**src/rtl/dmem_controller.sv**
```systemverilog
// Data-memory controller: arbitrates LSU read/write requests onto a smaller set of memory
// channels, each running its own transaction FSM, with a shared round-robin start pointer.
module dmem_controller #(
    parameter int unsigned ADDR_BITS     = 8,
    parameter int unsigned DATA_BITS     = 8,
    parameter int unsigned NUM_CONSUMERS = 8,
    parameter int unsigned NUM_CHANNELS  = 4,
    parameter bit          WRITE_ENABLE  = 1'b1
) (
    input  logic                     clk,
    input  logic                     reset,

    input  logic [NUM_CONSUMERS-1:0] consumer_read_valid,
    input  logic [ADDR_BITS-1:0]     consumer_read_address  [NUM_CONSUMERS],
    output logic [NUM_CONSUMERS-1:0] consumer_read_ready,
    output logic [DATA_BITS-1:0]     consumer_read_data     [NUM_CONSUMERS],
    input  logic [NUM_CONSUMERS-1:0] consumer_write_valid,
    input  logic [ADDR_BITS-1:0]     consumer_write_address [NUM_CONSUMERS],
    input  logic [DATA_BITS-1:0]     consumer_write_data    [NUM_CONSUMERS],
    output logic [NUM_CONSUMERS-1:0] consumer_write_ready,

    output logic [NUM_CHANNELS-1:0]  mem_read_valid,
    output logic [ADDR_BITS-1:0]     mem_read_address  [NUM_CHANNELS],
    input  logic [NUM_CHANNELS-1:0]  mem_read_ready,
    input  logic [DATA_BITS-1:0]     mem_read_data     [NUM_CHANNELS],
    output logic [NUM_CHANNELS-1:0]  mem_write_valid,
    output logic [ADDR_BITS-1:0]     mem_write_address [NUM_CHANNELS],
    output logic [DATA_BITS-1:0]     mem_write_data    [NUM_CHANNELS],
    input  logic [NUM_CHANNELS-1:0]  mem_write_ready
);

    localparam int unsigned IdxW = (NUM_CONSUMERS > 1) ? $clog2(NUM_CONSUMERS) : 1;

    typedef enum logic [2:0] {
        StIdle,
        StReadWaiting,
        StWriteWaiting,
        StReadRelaying,
        StWriteRelaying
    } state_e;

    state_e                   state_q [NUM_CHANNELS];
    logic [IdxW-1:0]          owner_q [NUM_CHANNELS];
    logic [NUM_CONSUMERS-1:0] claim_q;
    logic [IdxW-1:0]          rr_q;

    logic [NUM_CONSUMERS-1:0] wr_req;
    logic [NUM_CONSUMERS-1:0] taken;
    logic [NUM_CHANNELS-1:0]  grant;
    logic [NUM_CHANNELS-1:0]  grant_rd;
    logic [IdxW-1:0]          grant_idx [NUM_CHANNELS];
    logic [IdxW-1:0]          scan_idx;
    logic [IdxW-1:0]          rr_d;

    assign wr_req = WRITE_ENABLE ? consumer_write_valid : '0;

    // Idle channels pick in ascending order; a pick is hidden from later channels via `taken`.
    always_comb begin
        taken    = claim_q;
        rr_d     = rr_q;
        grant    = '0;
        grant_rd = '0;
        scan_idx = '0;
        for (int unsigned c = 0; c < NUM_CHANNELS; c++) begin
            grant_idx[c] = '0;
            if (state_q[c] == StIdle) begin
                for (int unsigned i = 0; i < NUM_CONSUMERS; i++) begin
                    scan_idx = IdxW'((32'(rr_q) + i) % NUM_CONSUMERS);
                    if (!grant[c] && !taken[scan_idx] &&
                        (consumer_read_valid[scan_idx] || wr_req[scan_idx])) begin
                        grant[c]        = 1'b1;
                        grant_idx[c]    = scan_idx;
                        grant_rd[c]     = consumer_read_valid[scan_idx];
                        taken[scan_idx] = 1'b1;
                        rr_d            = IdxW'((32'(scan_idx) + 1) % NUM_CONSUMERS);
                    end
                end
            end
        end
    end

    always_ff @(posedge clk) begin
        if (!reset) begin
            claim_q              <= '0;
            rr_q                 <= '0;
            consumer_read_ready  <= '0;
            consumer_write_ready <= '0;
            mem_read_valid       <= '0;
            mem_write_valid      <= '0;
            for (int unsigned k = 0; k < NUM_CONSUMERS; k++) begin
                consumer_read_data[k] <= '0;
            end
            for (int unsigned c = 0; c < NUM_CHANNELS; c++) begin
                state_q[c]           <= StIdle;
                owner_q[c]           <= '0;
                mem_read_address[c]  <= '0;
                mem_write_address[c] <= '0;
                mem_write_data[c]    <= '0;
            end
        end else begin
            rr_q <= rr_d;
            for (int unsigned c = 0; c < NUM_CHANNELS; c++) begin
                case (state_q[c])
                    StIdle: begin
                        if (grant[c]) begin
                            owner_q[c]             <= grant_idx[c];
                            claim_q[grant_idx[c]]  <= 1'b1;
                            if (grant_rd[c]) begin
                                mem_read_valid[c]   <= 1'b1;
                                mem_read_address[c] <= consumer_read_address[grant_idx[c]];
                                state_q[c]          <= StReadWaiting;
                            end else begin
                                mem_write_valid[c]   <= 1'b1;
                                mem_write_address[c] <= consumer_write_address[grant_idx[c]];
                                mem_write_data[c]    <= consumer_write_data[grant_idx[c]];
                                state_q[c]           <= StWriteWaiting;
                            end
                        end
                    end
                    StReadWaiting: begin
                        if (mem_read_ready[c]) begin
                            mem_read_valid[c]                <= 1'b0;
                            consumer_read_data[owner_q[c]]   <= mem_read_data[c];
                            consumer_read_ready[owner_q[c]]  <= 1'b1;
                            state_q[c]                       <= StReadRelaying;
                        end
                    end
                    StWriteWaiting: begin
                        if (mem_write_ready[c]) begin
                            mem_write_valid[c]               <= 1'b0;
                            consumer_write_ready[owner_q[c]] <= 1'b1;
                            state_q[c]                       <= StWriteRelaying;
                        end
                    end
                    StReadRelaying: begin
                        if (!consumer_read_valid[owner_q[c]]) begin
                            consumer_read_ready[owner_q[c]] <= 1'b0;
                            claim_q[owner_q[c]]             <= 1'b0;
                            state_q[c]                      <= StIdle;
                        end
                    end
                    StWriteRelaying: begin
                        if (!consumer_write_valid[owner_q[c]]) begin
                            consumer_write_ready[owner_q[c]] <= 1'b0;
                            claim_q[owner_q[c]]              <= 1'b0;
                            state_q[c]                       <= StIdle;
                        end
                    end
                    default: state_q[c] <= StIdle;
                endcase
            end
        end
    end

endmodule

```
**config.mk**
```make
export PLATFORM = sky130hd
export DESIGN_NAME = dmem_controller
export DESIGN_NICKNAME = d
export VERILOG_FILES = /design/src/rtl/dmem_controller.sv
export SDC_FILE = /design/constraint.sdc
export NUM_CORES = 2
export LEC_CHECK = 0
export BUFFER_PORTS_ARGS = -buffer_cell sky130_fd_sc_hd__clkbuf_2
export CAP_MARGIN = 20
export CORE_MARGIN = 4
export CORE_UTILIZATION = 40
export DETAILED_ROUTE_END_ITERATION = 10
export PLACE_DENSITY = 0.69
export SLEW_MARGIN = 15
export SYNTH_ARGS = -nofsm -noshare
export SYNTH_HDL_FRONTEND = slang
export SYNTH_SLANG_ARGS = --single-unit
```
**constraint.sdc**
```tcl
create_clock -name clk -period 17 [get_ports clk]
set_clock_uncertainty 0.1 [all_clocks]
set_input_delay 0.85 -clock clk [delete_from_list [all_inputs] [get_ports clk]]
set_output_delay 0.85 -clock clk [all_outputs]
set_load 0.01 [all_outputs]
```
-- Yosys cells after proc, flatten, opt, wreduce, memory -nomap -nowiden
Memory sizes are Yosys's and may differ from the RTL's.
Index checks and enable logic that the tools add are counted.
W data, S select, Z words.
- $add $sub $neg: 14
- order comparisons: 44
- equality and inequality tests: 36
- muxes and demuxes: 683
- bitwise operators: 103
- reductions and logical operators: 180
- operators by type and width (cell ; number):
    $mux W8 ; 127
    $mux W64 ; 11
    $or A8 B8 Y8 ; 43
    $mux W1 ; 329
    $mux W3 ; 104
    $bmux W8 S3 ; 12
    $bwmux W64 ; 4
    $bmux W1 S3 ; 56
    $pmux W8 S2 ; 8
    $and A8 B8 Y8 ; 12
    $demux W8 S3 ; 4
    $pmux W8 S3 ; 4
    $logic_and A1 B1 Y1 ; 80
    $lt A3 B4 Y1 const B ; 16
    $logic_not A1 Y1 ; 60
    $demux W1 S3 ; 16
    $ge A3 B1 Y1 const B ; 16
    $ne A2 B2 Y1 const B ; 20
    $ge A4 B4 Y1 const B ; 8
    $not A3 Y4 ; 8
    $not A8 Y8 ; 4
    $or A1 B1 Y1 ; 32
    $reduce_and A4 Y1 ; 8
    $add A3 B1 Y3 const B ; 8
    13 further kinds ; 70
- register bits after elaboration: 195
- memory bits (writable): 24
- logic and storage cells: 1094
- memories: 2
- memories (name ; depth ; bits a word ; read ports ; clocked after memory_dff ; write ports ; line ; RTL):
    owner_q ; 4 ; 3 ; 4 ; 0 ; 4 ; 43 ; logic [IdxW-1:0] owner_q [NUM_CHANNELS];
    state_q ; 4 ; 3 ; 4 ; 0 ; 4 ; 42 ; state_e state_q [NUM_CHANNELS];

-- Logic depth before layout (Yosys ltp)
- word-level depth: 233
- depth in mapped cells: 69
- depth with buffers taken out: 46

-- Least setup slack after synthesis
No wires, ideal clock.
- kind: register to register
- start point: register rr_q[0]
- end point: register mem_write_address[2] (netlist bit)
- data arrival time: 15.345 ns
- required time: 16.764 ns
- setup slack: 1.418 ns
- stages on the path, launching flop included: 62
- path through: dfxtp_1 buf_6 inv_2 clkbuf_1 buf_1 buf_1 clkbuf_1 buf_1 clkbuf_1 clkbuf_1 ha_1 buf_2 mux4_2 mux2i_2 o31ai_4 a21oi_2 a2111oi_0 or4_1 (+26 left out) and3_1 o31a_1 a211oi_1 nand4_1 o31ai_1 a32oi_2 and3_4 a2111o_1 a211oi_2 o21a_1 o21bai_2 o311a_1 or3_1 buf_2 nand3_1 buf_4 a2bb2oi_1 a31oi_1
- longest elaborated chain between the ends: 225
- elaborated cells between the ends (all ways): 446
- those cells by class: add/sub: 7; order compare: 16; mux: 253; bitwise: 33; reduce/logical: 137
- RTL lines (what ; line ; RTL):
    from (decl) ; 45 ; logic [IdxW-1:0] rr_q;
    from (signal assigned) ; 101 ; rr_q <= rr_d;
    $lt A3 B4 Y1 (not written as such) or $ge A3 B1 Y1 (tied branches) ; 74 ; taken[scan_idx] = 1'b1;
    $logic_and A1 B1 Y1 (not written as such) ; 74 ;
    $mux W1 (not written as such) ; 74 ;
    $demux W1 S3 ; 74 ;
    $or A8 B8 Y8 (no source line) ; n/a ;
    $mux W8 ; 69 ; if (!grant[c] && !taken[scan_idx] &&
    $mux W8 ; 66 ; if (state_q[c] == StIdle) begin
    $bmux W1 S3 ; 69 ;
    (+207 left out) ; n/a ;
    $mux W1 (not written as such) ; 69 ;
    $logic_not A1 Y1 ; 69 ;
    $logic_and A1 B1 Y1 (2 in a row) ; 69 ;
    $mux W3 ; 69 ;
    $mux W3 ; 66 ;
    $not A3 Y4 (not written as such) ; 114 ; mem_write_address[c] <= consumer_write_address[grant_idx[c]];
    $bmux W8 S3 ; 114 ;
    $mux W8 (not written as such) (2 in a row) ; 114 ;
    to (signal, indexed assignment) ; 114 ;
    to (decl) ; 27 ; output logic [ADDR_BITS-1:0] mem_write_address [NUM_CHANNELS],
Parallel ways exist; a longest one is shown, timed or not. The select of a mux whose other input is x is not followed.
A chain may end at the register's enable or synchronous reset.

-- Final worst setup path
- start point: register rr_q[0]
- end point: register claim_q[6]
- longest elaborated chain between the ends: 228
- elaborated cells between the ends (all ways): 508
- those cells by class: add/sub: 7; order compare: 24; mux: 299; bitwise: 38; reduce/logical: 140
- RTL lines (what ; line ; RTL):
    $lt A3 B4 Y1 (not written as such) or $ge A3 B1 Y1 (tied branches) ; 74 ;
    $logic_and A1 B1 Y1 (not written as such) ; 74 ;
    $mux W1 (not written as such) ; 74 ;
    $demux W1 S3 ; 74 ;
    $or A8 B8 Y8 (no source line) ; n/a ;
    $mux W8 ; 69 ;
    $mux W8 ; 66 ;
    $bmux W1 S3 ; 69 ;
    (+212 left out) ; n/a ;
    $mux W3 ; 66 ;
    $lt A3 B4 Y1 (not written as such) or $ge A3 B1 Y1 (tied branches) ; 107 ; claim_q[grant_idx[c]] <= 1'b1;
    $logic_and A1 B1 Y1 (not written as such) ; 107 ;
    $mux W1 (not written as such) ; 107 ;
    $demux W1 S3 ; 107 ;
    $or A8 B8 Y8 (no source line) ; n/a ;
    $mux W8 ; 105 ; if (grant[c]) begin
    $pmux W8 S3 * ; 103 ; case (state_q[c])
    to (signal, indexed assignment) ; 107 ;
    to (signal, indexed assignment) ; 138 ; claim_q[owner_q[c]] <= 1'b0;
    to (signal, indexed assignment) ; 145 ; claim_q[owner_q[c]] <= 1'b0;
    to (decl) ; 44 ; logic [NUM_CONSUMERS-1:0] claim_q;
Every way passes the cells marked *; elsewhere a longest branch is shown, timed or not. The select of a mux whose other input is x is not followed.

==> impl_metrics.json <==
{
  "status": "finished clean",
  "postRouteAntennaNets": 0,
  "grt_pass1_wl_um": 252000,
  "postCtsSetupRepairBufs": 0,
  "wire_per_inst_um": 33.4,
  "clock_latency_ns": 0.59,
  "report.final.slew_viol_count": 0,
  "path_delay_family": "compound AO/OA/AOI/OAI gates",
  "final_cells": 5323,
  "grt_max_degree": 101,
  "tightest_slew_ns": 1.20,
  "coreArea_um2": 69900,
  "routed_wl_um": 178000,
  "cts_hold_buf": 0,
  "slowest_stage": "or4_1",
  "via_count": 38700,
  "design_area_um2": 33100,
  "cp-start-kind": "flop",
  "cp.arrival_ns": 16.88,
  "final_cell_mix": "nand2_1, clkbuf_2, nor2_1, buf_4, a21oi_1",
  "period_share_pct": 97.2,
  "viasPerCell": 7.26,
  "post-dp-hpwl_um": 133000,
  "place_area_um2": 32200,
  "syn_avg_cell_area_um2": 7.00,
  "max_freq_ghz": 0.0605,
  "numCtsBuffers": 27,
  "synth-main-ff-cell": "dfxtp_1",
  "initialDrtViolationCount": 6520,
  "fin_crit_ns": 16.52,
  "worstPathRequired_ns": 17.36,
  "area_delta_synth_final_pct": 17.3,
  "synthTopCellsByArea": "dfxtp_1, nand2_1, nor2_1",
  "start_util_pct": 40.3,
  "grt_antenna_before_repair": 17,
  "netlist.area_leader.share_pct": 13.8,
  "ys_ff_latch": 219,
  "row_count": 97,
  "clockRootBuffer": "clkbuf_16",
  "cap_violations": 0,
  "critPathBufInv": 7,
  "cts_tree": "yes",
  "io_pins": 434,
  "synth_nets": 4293,
  "cp-end-kind": "flop",
  "die_h_um": 273,
  "die-area_um2": 74800,
  "netlist_area_um2": 28200,
  "yosysTopAreaCell": "dfxtp_1",
  "die_w_um": 273,
  "slowest_delay_ns": 0.71,
  "hp-class": "reg -> reg",
  "final_hold_viol_count": 0,
  "cts_sinks": 219,
  "crit_fanout": 46,
  "cts-resized-gates": 0,
  "ys_seq_area_share_pct": 16.4,
  "timing.hold.ws_ns": 0.391,
  "ys_types": 133,
  "placed_cells": 5261,
  "syn-instance-count": 4030,
  "worst-setup-path-type": "reg -> reg",
  "rsz0062_at_grt": "false",
  "synth_edf_count": 24,
  "htree_levels": 1,
  "setup_viol": 0,
  "drive_above_1_share_pct": 22.5,
  "drc_errors": 0,
  "clk_path_buf_depth": 3,
  "final_common_cell": "nand2_1",
  "grt_pass1_vias": 35300,
  "cp_common_cell": "buf_4",
  "drt-pass1-iter-count": 8,
  "cts.clk_slew.worst_paths_ns": 0.06,
  "nets": 4615,
  "place_congestion": 1.11,
  "async_flop_share_pct": 0,
  "setup_tns_ns": 0,
  "max-slew-margin-rel_pct": 19.6,
  "synth_warnings": 0,
  "grt_overflow": 0,
  "portBuffers": 433,
  "track_usage_pct": 45.1
}
==> path summary, 6_finish.rpt <==
path	startpoint	end	slack, ns	cells after the start
worst max-delay path	rr_q[0]	claim_q[6]	0.48	52
worst min-delay path	mem_write_valid[1]	mem_write_valid[1]	0.39	2
worst max register to register	rr_q[0]	claim_q[6]	0.48	52
worst min register to register	mem_write_valid[1]	mem_write_valid[1]	0.39	2
==> cell usage after synthesis, drive strengths merged (20+ instances only) <==
| library cell | instances |
|---|---|
| nand3 | 178 |
| o21ai | 206 |
| clkbuf | 280 |
| a311oi | 104 |
| a311o | 30 |
| mux2 | 55 |
| dfxtp | 195 |
| inv | 40 |
| nand2 | 647 |
| a22oi | 43 |
| or3 | 29 |
| nor2b | 30 |
| a211oi | 219 |
| mux4 | 62 |
| nor4 | 21 |
| nor3 | 94 |
| a211o | 23 |
| edfxtp | 24 |
| a21oi | 252 |
| buf | 119 |
| a221oi | 33 |
| mux2i | 145 |
| and2 | 95 |
| and3 | 60 |
| or2 | 20 |
| o211ai | 44 |
| o31ai | 27 |
| a31oi | 105 |
| o22ai | 41 |
| nor2 | 440 |
==> stage by stage <==
step           utilization (%)  setup WS, ns
2_1_floorplan                -          1.42
4_1_cts                   47.2          1.03
6_report                  47.3         0.479
5_1_grt                   47.3        0.0284
3_5_place_dp              46.0          1.11
3_3_place_gp              46.0         0.866
==> tightest hold or removal path: stages (launching register included) <==
cell     delay, ns
dfxtp_1       0.33
a21oi_1       0.04
nor2_1        0.08
==> cell families after synthesis <==
| group | Yosys count | synth area share (%) |
|---|---|---|
| AND/OR/NAND/NOR | 1685 | 27.2 |
| AO/OA/AOI/OAI | 1407 | 36.8 |
| buffers and inverters | 439 | 6.51 |
| multiplexers | 262 | 12.4 |
| flip-flops | 219 | 16.4 |
| adder cells (fa/ha/maj) | 13 | 0.577 |
| XOR/XNOR | 5 | 0.155 |
==> registers in the layout, summed over array words and instances (netlist names), 8 cells and up <==
signal / flops
owner_q: 12
claim_q: 8
mem_read_address: 32
mem_write_address: 32
consumer_read_data: 64
state_q: 12
consumer_write_ready: 8
mem_write_data: 32
consumer_read_ready: 8
==> final cells by class <==
| class | instances | area (µm²) |
|---|---|---|
| fillers | 7239 | 36800 |
| multi-input cells | 3372 | 22000 |
| flip-flops and latches | 219 | 4630 |
| repair buffers | 692 | 4230 |
| well taps | 940 | 1180 |
| clock buffers | 36 | 739 |
| inverters | 40 | 155 |
| clock inverters | 12 | 121 |
| diodes | 12 | 30.0 |
==> routing by layer <==
metal / global-route usage [%] / wire length (µm) / vias to the layer above / share of wire, %
met2: 66.5 / 72800 / 3613 / 41
met5: 0 / 93 / - / 0.052
li1: - / - / 16000 / -
met4: 32.3 / 16900 / 14 / 9.5
met3: 13.9 / 25400 / 905 / 14
met1: 55.6 / 62900 / 18100 / 35
Power is not shown: default switching activity piles up to over one toggle a cycle in this logic, so the estimate is an artifact.
